## config.mk

```make
export PLATFORM = sky130hd
export DESIGN_NAME = paula_floppy_dma_rd
export DESIGN_NICKNAME = d
export VERILOG_FILES = /design/src/rtl/paula_floppy_dma_rd_pkg.sv /design/src/rtl/paula_floppy_dma_hold.sv /design/src/rtl/paula_floppy_dma_rd.sv
export SDC_FILE = /design/constraint.sdc
export NUM_CORES = 1
export LEC_CHECK = 0
export BUFFER_PORTS_ARGS = -buffer_cell sky130_fd_sc_hd__buf_2
export CORE_MARGIN = 2
export CORE_UTILIZATION = 35
export DETAILED_ROUTE_END_ITERATION = 12
export HOLD_SLACK_MARGIN = 0.08
export MAX_ROUTING_LAYER = met4
export SLEW_MARGIN = 20
export SYNTH_ARGS = -nofsm -noshare
export SYNTH_HDL_FRONTEND = slang
export SYNTH_SLANG_ARGS = --single-unit
```

## constraint.sdc

```tcl
create_clock -name clk -period 1.9 [get_ports clk]
set_input_delay 0.19 -clock clk [delete_from_list [all_inputs] [get_ports clk]]
set_output_delay 0.19 -clock clk [all_outputs]
set_load 0.005 [all_outputs]
```

## src/rtl/paula_floppy_dma_rd_pkg.sv

```systemverilog
// rtl/paula_floppy_dma_rd_pkg.sv - shared state encoding and DSKLEN field positions for the disk read DMA path
package paula_floppy_dma_rd_pkg;

    typedef enum logic [2:0] {
        ST_IDLE  = 3'd0,
        ST_ARMED = 3'd1,
        ST_SYNC  = 3'd2,
        ST_XFER  = 3'd3,
        ST_DONE  = 3'd4
    } state_t;

    localparam int DSKLEN_DMAEN   = 15;
    localparam int DSKLEN_WRITE   = 14;
    localparam int DSKLEN_LEN_MSB = 13;

    // A DSKLEN write that requests a read transfer (DMA on, direction read)
    function automatic logic is_read_go(input logic [15:0] v);
        return v[DSKLEN_DMAEN] && !v[DSKLEN_WRITE];
    endfunction

endpackage

```

## src/rtl/paula_floppy_dma_hold.sv

```systemverilog
// rtl/paula_floppy_dma_hold.sv - single-entry word hold register presenting a req/ack handshake
module paula_floppy_dma_hold (
    input  logic        clk,
    input  logic        reset_n,
    input  logic        en,
    input  logic        load,
    input  logic [15:0] load_data,
    input  logic        clear,
    input  logic        allow,
    input  logic        ack,
    output logic        req,
    output logic [15:0] data,
    output logic        empty,
    output logic        xfer
);

    logic        full;
    logic [15:0] word;

    // allow gates the request so a paused channel never hands a word over
    assign req   = full & allow;
    assign data  = word;
    assign empty = ~full;
    assign xfer  = en & req & ack & ~clear;

    always_ff @(posedge clk or negedge reset_n) begin
        if (!reset_n) begin
            full <= 1'b0;
            word <= 16'h0000;
        end else if (en) begin
            if (clear) begin
                full <= 1'b0;
                word <= 16'h0000;
            end else if (load) begin
                full <= 1'b1;
                word <= load_data;
            end else if (xfer) begin
                full <= 1'b0;
            end
        end
    end

endmodule

```

## src/rtl/paula_floppy_dma_rd.sv

```systemverilog
// rtl/paula_floppy_dma_rd.sv - floppy FIFO to chip-bus read DMA with DSKSYNC hunt and block interrupts
module paula_floppy_dma_rd
    import paula_floppy_dma_rd_pkg::*;
#(
    parameter int LEN_W = 14
) (
    input  logic             clk,
    input  logic             reset_n,
    input  logic             clk7_en,
    input  logic             dsklen_wr,
    input  logic [15:0]      dsklen_data,
    input  logic [15:0]      dsksync,
    input  logic             wordsync,
    input  logic             dmaen,
    input  logic [15:0]      fifo_out,
    input  logic             fifo_empty,
    output logic             fifo_rd,
    output logic             dma_req,
    output logic [15:0]      dma_data,
    input  logic             dma_ack,
    output logic             busy,
    output logic             int_syn,
    output logic             int_blk,
    output logic [LEN_W-1:0] words_left
);

    state_t           state;
    logic             pop_prev;
    logic             hold_empty;
    logic             hold_xfer;
    logic             abort;
    logic             go;
    logic             active;
    logic             match;
    logic [LEN_W-1:0] len;

    assign abort  = clk7_en & dsklen_wr & ~dsklen_data[DSKLEN_DMAEN];
    assign go     = dsklen_wr & is_read_go(dsklen_data);
    assign len    = dsklen_data[DSKLEN_LEN_MSB -: LEN_W];
    assign active = (state == ST_SYNC) || (state == ST_XFER);
    assign match  = (fifo_out == dsksync);
    assign busy   = (state != ST_IDLE) && (state != ST_ARMED);

    // Pops are spaced by one enable cycle so the FIFO's registered output and empty flag settle
    assign fifo_rd = clk7_en & active & hold_empty & ~fifo_empty & dmaen & ~pop_prev & ~abort;

    paula_floppy_dma_hold u_hold (
        .clk       (clk),
        .reset_n   (reset_n),
        .en        (clk7_en),
        .load      (fifo_rd && (state == ST_XFER)),
        .load_data (fifo_out),
        .clear     (abort),
        .allow     (dmaen),
        .ack       (dma_ack),
        .req       (dma_req),
        .data      (dma_data),
        .empty     (hold_empty),
        .xfer      (hold_xfer)
    );

    always_ff @(posedge clk or negedge reset_n) begin
        if (!reset_n) begin
            state      <= ST_IDLE;
            words_left <= '0;
            pop_prev   <= 1'b0;
            int_syn    <= 1'b0;
            int_blk    <= 1'b0;
        end else if (clk7_en) begin
            pop_prev <= fifo_rd;
            int_syn  <= 1'b0;
            int_blk  <= 1'b0;
            if (abort) begin
                state <= ST_IDLE;
            end else begin
                unique case (state)
                    ST_IDLE: begin
                        if (go) state <= ST_ARMED;
                    end
                    ST_ARMED: begin
                        if (go) begin
                            words_left <= len;
                            if (len == '0)    state <= ST_DONE;
                            else if (wordsync) state <= ST_SYNC;
                            else               state <= ST_XFER;
                        end else if (dsklen_wr) begin
                            state <= ST_IDLE;
                        end
                    end
                    ST_SYNC: begin
                        // The sync word itself is consumed here and never reaches the hold register
                        if (fifo_rd && match) begin
                            int_syn <= 1'b1;
                            state   <= ST_XFER;
                        end
                    end
                    ST_XFER: begin
                        if (fifo_rd && wordsync && match) int_syn <= 1'b1;
                        if (hold_xfer) begin
                            words_left <= words_left - LEN_W'(1);
                            if (words_left == LEN_W'(1)) state <= ST_DONE;
                        end
                    end
                    ST_DONE: begin
                        int_blk <= 1'b1;
                        state   <= ST_IDLE;
                    end
                    default: state <= ST_IDLE;
                endcase
            end
        end
    end

endmodule

```

Word level (Yosys, flattened, before mapping)
Cells that the tools add are included.

cells by class
  add/sub/neg operators = 1
  equal/unequal tests = 14
  mux-type cells = 24
  bitwise gates (word level) = 18
  reduce and logical (&&, ||, !) cells = 18

operators with widths
  operator                 count
  $mux W16                 2
  $mux W14                 2
  $pmux W14 S2             1
  $mux W3                  8
  $eq A16 B16 Y1           1
  $eq A14 B1 Y1 const B    1
  $logic_not A14 Y1        1
  $sub A14 B1 Y14 const B  1
  $and A1 B1 Y1            13
  $pmux W3 S4              1
  $mux W1                  9
  $ne A3 B1 Y1 const B     3
  $eq A3 B2 Y1 const B     2
  $logic_and A1 B1 Y1      6
  $ne A3 B2 Y1 const B     2
  $reduce_and A6 Y1        1
  $reduce_bool A3 Y1       2
  $not A1 Y1               5
  $reduce_and A5 Y1        1
  $ne A2 B2 Y1 const B     2
  $ne A4 B3 Y1 const B     1
  $reduce_and A2 Y1        2
  $reduce_bool A2 Y1       2
  $eq A3 B1 Y1 const B     1
  other kinds (5)          5

word-level totals
  register bits after elaboration = 37
  output and inout bits = 35
  logic and storage cells = 82

Depth between registers and ports, before layout
  depth after elaboration = 13
  gate-level depth with buffers = 8
  gate-level depth less buffers = 7

By module
From an unflattened synthesis, not the netlist that was laid out.

second synthesis, totals
  cell total of the unflattened synthesis = 279
  area total of the unflattened synthesis = 2474.9 um2

by module, submodules not included
  module                 times used  cells each  area each (um2)  seq. area each (um2)
  paula_floppy_dma_rd    1           179         1477.7           500.5
  paula_floppy_dma_hold  1           100         997.2            425.4

Least setup slack after synthesis
OpenSTA, ideal clock, no wires.

  path kind = register to register
  start point = register u_hold.full
  end point = register u_hold.word[10], in the netlist u_hold.data[10]
  setup time = 0.119 ns
  data arrival time = 1.610 ns
  path slack = 0.171 ns
  cell stages (with the launch flop) = 7
  period minus slack after synthesis = 1.729 ns
  cells stage by stage = dfrtp_1 or4b_4 nor4_4 and2_1 buf_6 buf_6 o21ai_2

on the way
  longest elaborated chain between the ends = 9

RTL lines
  element                              RTL line                     source
  start, declared                      paula_floppy_dma_hold.sv:17  logic full;
  start signal, assigned               paula_floppy_dma_hold.sv:28  full <= 1'b0;
  start signal, assigned               paula_floppy_dma_hold.sv:32  full <= 1'b0;
  start signal, assigned               paula_floppy_dma_hold.sv:35  full <= 1'b1;
  $not A1 Y1                           paula_floppy_dma_hold.sv:23  assign empty = ~full;
  $and A1 B1 Y1 (5 in a row)           paula_floppy_dma_rd.sv:45    assign fifo_rd = clk7_en & active & hold_empty & ~fifo_empty & dmaen & ~pop_prev & ~abort;
  $logic_and A1 B1 Y1                  paula_floppy_dma_rd.sv:51    .load (fifo_rd && (state == ST_XFER)),
  $reduce_bool A2 Y1 (no source line)  --
  $reduce_and A2 Y1 (no source line)   --
  end signal, assigned                 paula_floppy_dma_hold.sv:36  word <= load_data;
  end, declared                        paula_floppy_dma_hold.sv:18  logic [15:0] word;

No other way between the ends.
A chain may end at the register's enable or synchronous reset.

Final worst setup path
  start point = register u_hold.full
  end point = register state[0]

on the way
  longest elaborated chain between the ends = 9
  elaborated cells between the ends (all ways) = 14
  those cells by class = eq/ne: 2; bitwise: 10; reduce/logical: 2

RTL lines
  element                               RTL line                     source
  $not A1 Y1                            paula_floppy_dma_hold.sv:23
  $and A1 B1 Y1 (5 in a row)            paula_floppy_dma_rd.sv:45
  $logic_and A1 B1 Y1                   paula_floppy_dma_rd.sv:92    if (fifo_rd && match) begin
  $ne A3 B1 Y1 (no source line)         --
  $reduce_and A6 Y1 (no source line) *  --
  end signal, assigned                  paula_floppy_dma_rd.sv:94    state <= ST_XFER;
  end signal, assigned                  paula_floppy_dma_rd.sv:101   if (words_left == LEN_W'(1)) state <= ST_DONE;
  end signal, assigned                  paula_floppy_dma_rd.sv:106   state <= ST_IDLE;
  end, declared                         paula_floppy_dma_rd.sv:27    state_t state;

Every way passes the cells marked *; elsewhere a longest branch is shown, timed or not.

==> results.yml <==
setup_path:
  critPathLaunchType: "flip-flop"
  rrSetupSlack_ns: 0.07
  endpoint_kind: "flip-flop"
  reg2reg_from: "u_hold.full"
  cp.required_ns: 2.11
  criticalPathCategory: "reg -> reg"
  rr_worst_depth: 5
  rr_endpoint: "state[0]"
  worstPathMaxFanout: 5
  arrival_ns: 2.04
hold_path:
  hp-start: "fifo_out[5]"
  hp-class: "in -> reg"
  holdPathEnd: "u_hold.data[5]"
  whs_path_depth: 3
global_routing:
  antenna_found_initial: 0
  grt_overflow_total: 0
  grt_pass1_vias: 2197
  grt_first_pass_wirelength_um: 10300
  grtUsageTotal: 0.178
  grt_max_degree: 38
detailed_routing:
  drcViolationCount: 2
  viasPerCell: 5.12
  wl_um: 6290
  wl_per_cell_um: 14.2
  drt_iter0_drc: 104
  drtPass1Iterations: 8
  ant_nets: 0
  vias: 2272
synthesis:
  synth-async-reset-ratio: 1.00
  synth_compound_area_frac: 0.206
  synthSimpleGateAreaFrac: 0.261
  syn-cell-area_mm2: 0.00234
  synth_mux_area_frac: 0.0134
  synth_adder_area_share: 0.0107
  synth_flop_cell: "dfrtp_1"
  synth_edf_count: 0
  synth_cells: 262
  ys_seq_area_frac: 0.396
  yosysUniqueCellTypes: 52
  yosysTopAreaCell: "dfrtp_1"
  synth.top_cell.area_share: 0.396
  synth_top_family_by_area: "simple AND/OR/NAND/NOR gates"
  synthXorXnorAreaFrac: 0.0599
  synth.area.top_cells: "dfrtp_1 (40%), xor2_1 (6.0%), nand2_1 (5.9%), o21ai_2 (5.6%), o21ai_0 (4.7%)"
  synth_warnings: 0
  synth_seq_cells: 37
  synth_nets: 320
  postSynthAreaPerCell_um2: 8.94
cells_and_area:
  final_area_mm2: 0.00309
  layout_common_cells: "buf_2 (90), nand2_1 (37), dfrtp_1 (37)"
  layout_commonest_cell: "buf_2"
  syn_to_final_growth_pct: 31.9
  fin_nets: 424
  drive_above_1_share: 0.409
  antenna_cells: 0
sta:
  worst_pin_slew_ns: 0.492
  slew_headroom: 0.672
  finalHoldViolations: 0
  fin_crit_ns: 1.83
  setup_viol: 0
  drv_slew: 0
  fin_tns_setup_ns: 0
  fin_crit_sh: 0.964
  clock_skew_ns: 0.00710
  fmax_ghz: 0.546
  rsz0062_at_grt: "yes"
placement:
  place_hpwl_um: 4720
  routabilityCongestion: 0.851
  port_buffers: 90
  placement.cell_area_mm2: 0.00295
power_and_ir_drop:
  peakVddDrop_v: 0.000309
  power.density_mw_per_mm2: 646
  leakagePower_nw: 1.52
clocking:
  htree_levels: 2
  clockRootBuffer: "clkbuf_8"
  cts.sinks: 37
  path_clk_slew_ns: 0.08
  worstSkewPairLatency_ns: 0.29
  cts_tree: "yes"
  cts_buffer_depth: 2
  cts_made_buffers: 5
run_status:
  outcome: "finished, violations left"
  violations: "DRC"
floorplanning:
  dieArea_mm2: 0.00736
  coreArea_mm2: 0.00642
  ios: 91
  rows: 29
  die_w_um: 85.8
  initial_utilization: 0.365
  die_h_um: 85.8
flow_run:
  drv_cap: 0
[timing repair]
action / CTS / global route
hold buffers: 1 / 0
setup buffers: 0 / 1
gates resized for setup: 0 / 3
setup endpoints to repair: 0 / 17
hold endpoints to repair: 37 / 0
[flip-flops by register name (all words and copies together) (netlist names)]
name and count:
words_left 14, u_hold.full 1, state 3, int_syn 1
u_hold.data 16, pop_prev 1, int_blk 1
[power breakdown]
part	switching (mW)	total [mW]	leakage (nW)	internal, mW
Sequential	0.0635	0.911	0.505	0.848
Combinational	0.266	0.514	0.971	0.248
Clock	0.310	0.571	0.0481	0.260
[final cells by class]
type / instances / area [um^2]
Inverter: 4 / 15.0
Timing Repair Buffer: 112 / 661
Clock inverter: 3 / 22.5
Fill cell: 642 / 3330
Tap cell: 77 / 96.3
Sequential cell: 37 / 926
Clock buffer: 5 / 68.8
Multi-Input combinational cell: 206 / 1300
[metal layers]
layer / vias to the layer above / share of wire / track usage
met2: 45 / 0.49 / 0.288
met5: - / 0 / -
met3: 4 / 0.037 / 0.0308
met4: 0 / 0.0097 / 0.0433
met1: 1078 / 0.46 / 0.234
li1: 1145 / - / -
[how the worst max path moves through the flow]
stage | slack [ns] | cells after the start | start | to
6_report | 0.07 | 5 | u_hold.full | state[0]
5_1_grt | -0.06 | 5 | u_hold.full | state[0]
4_1_cts | 0.05 | 7 | words_left[1] | state[2]
3_5_place_dp | 0.07 | 7 | words_left[1] | state[2]
3_3_place_gp | 0.1 | 7 | words_left[1] | state[2]
2_1_floorplan | 0.17 | 6 | u_hold.full | u_hold.data[10]
[cells by family after synthesis]
| logic type | count (synthesis) |
|---|---|
| flops | 37 |
| fa+ha+maj | 2 |
| mux | 3 |
| buf+inv | 19 |
| compound gates | 72 |
| xor+xnor | 16 |
| simple gates | 113 |
[critical path: stages (launching register included)]
cell	delay, ns
dfrtp_1	0.42
or4b_4	0.56
nor4_4	0.18
nand3_1	0.14
or3_1	0.37
o211ai_1	0.09
[Yosys cell counts (3+ instances only)]
cell type,number
a21oi_1,13
nand2_2,7
xor2_1,16
nor2b_1,3
clkbuf_1,7
o2bb2ai_1,3
o31ai_1,3
inv_1,4
nor3_1,5
nand2b_1,5
buf_6,3
nor4_1,10
dfrtp_1,37
and4_1,3
o21ai_2,15
nand4_1,4
o21a_1,3
buf_2,3
nand2_1,37
nor2_1,20
o21ai_0,22
[metrics by stage]
stage	std cells	hold WS [ns]	utilization	setup WS, ns	power [mW]
2_1_floorplan	262	-0.106	-	0.171	1.14
3_3_place_gp	433	0.267	0.459	0.0976	1.43
3_5_place_dp	433	0.271	0.459	0.0728	1.44
4_1_cts	442	0.111	0.474	0.0537	2.01
5_1_grt	444	0.117	0.481	-0.0635	2.12
6_report	444	0.121	0.481	0.0678	2.00
(Power assumes the default switching activity.)
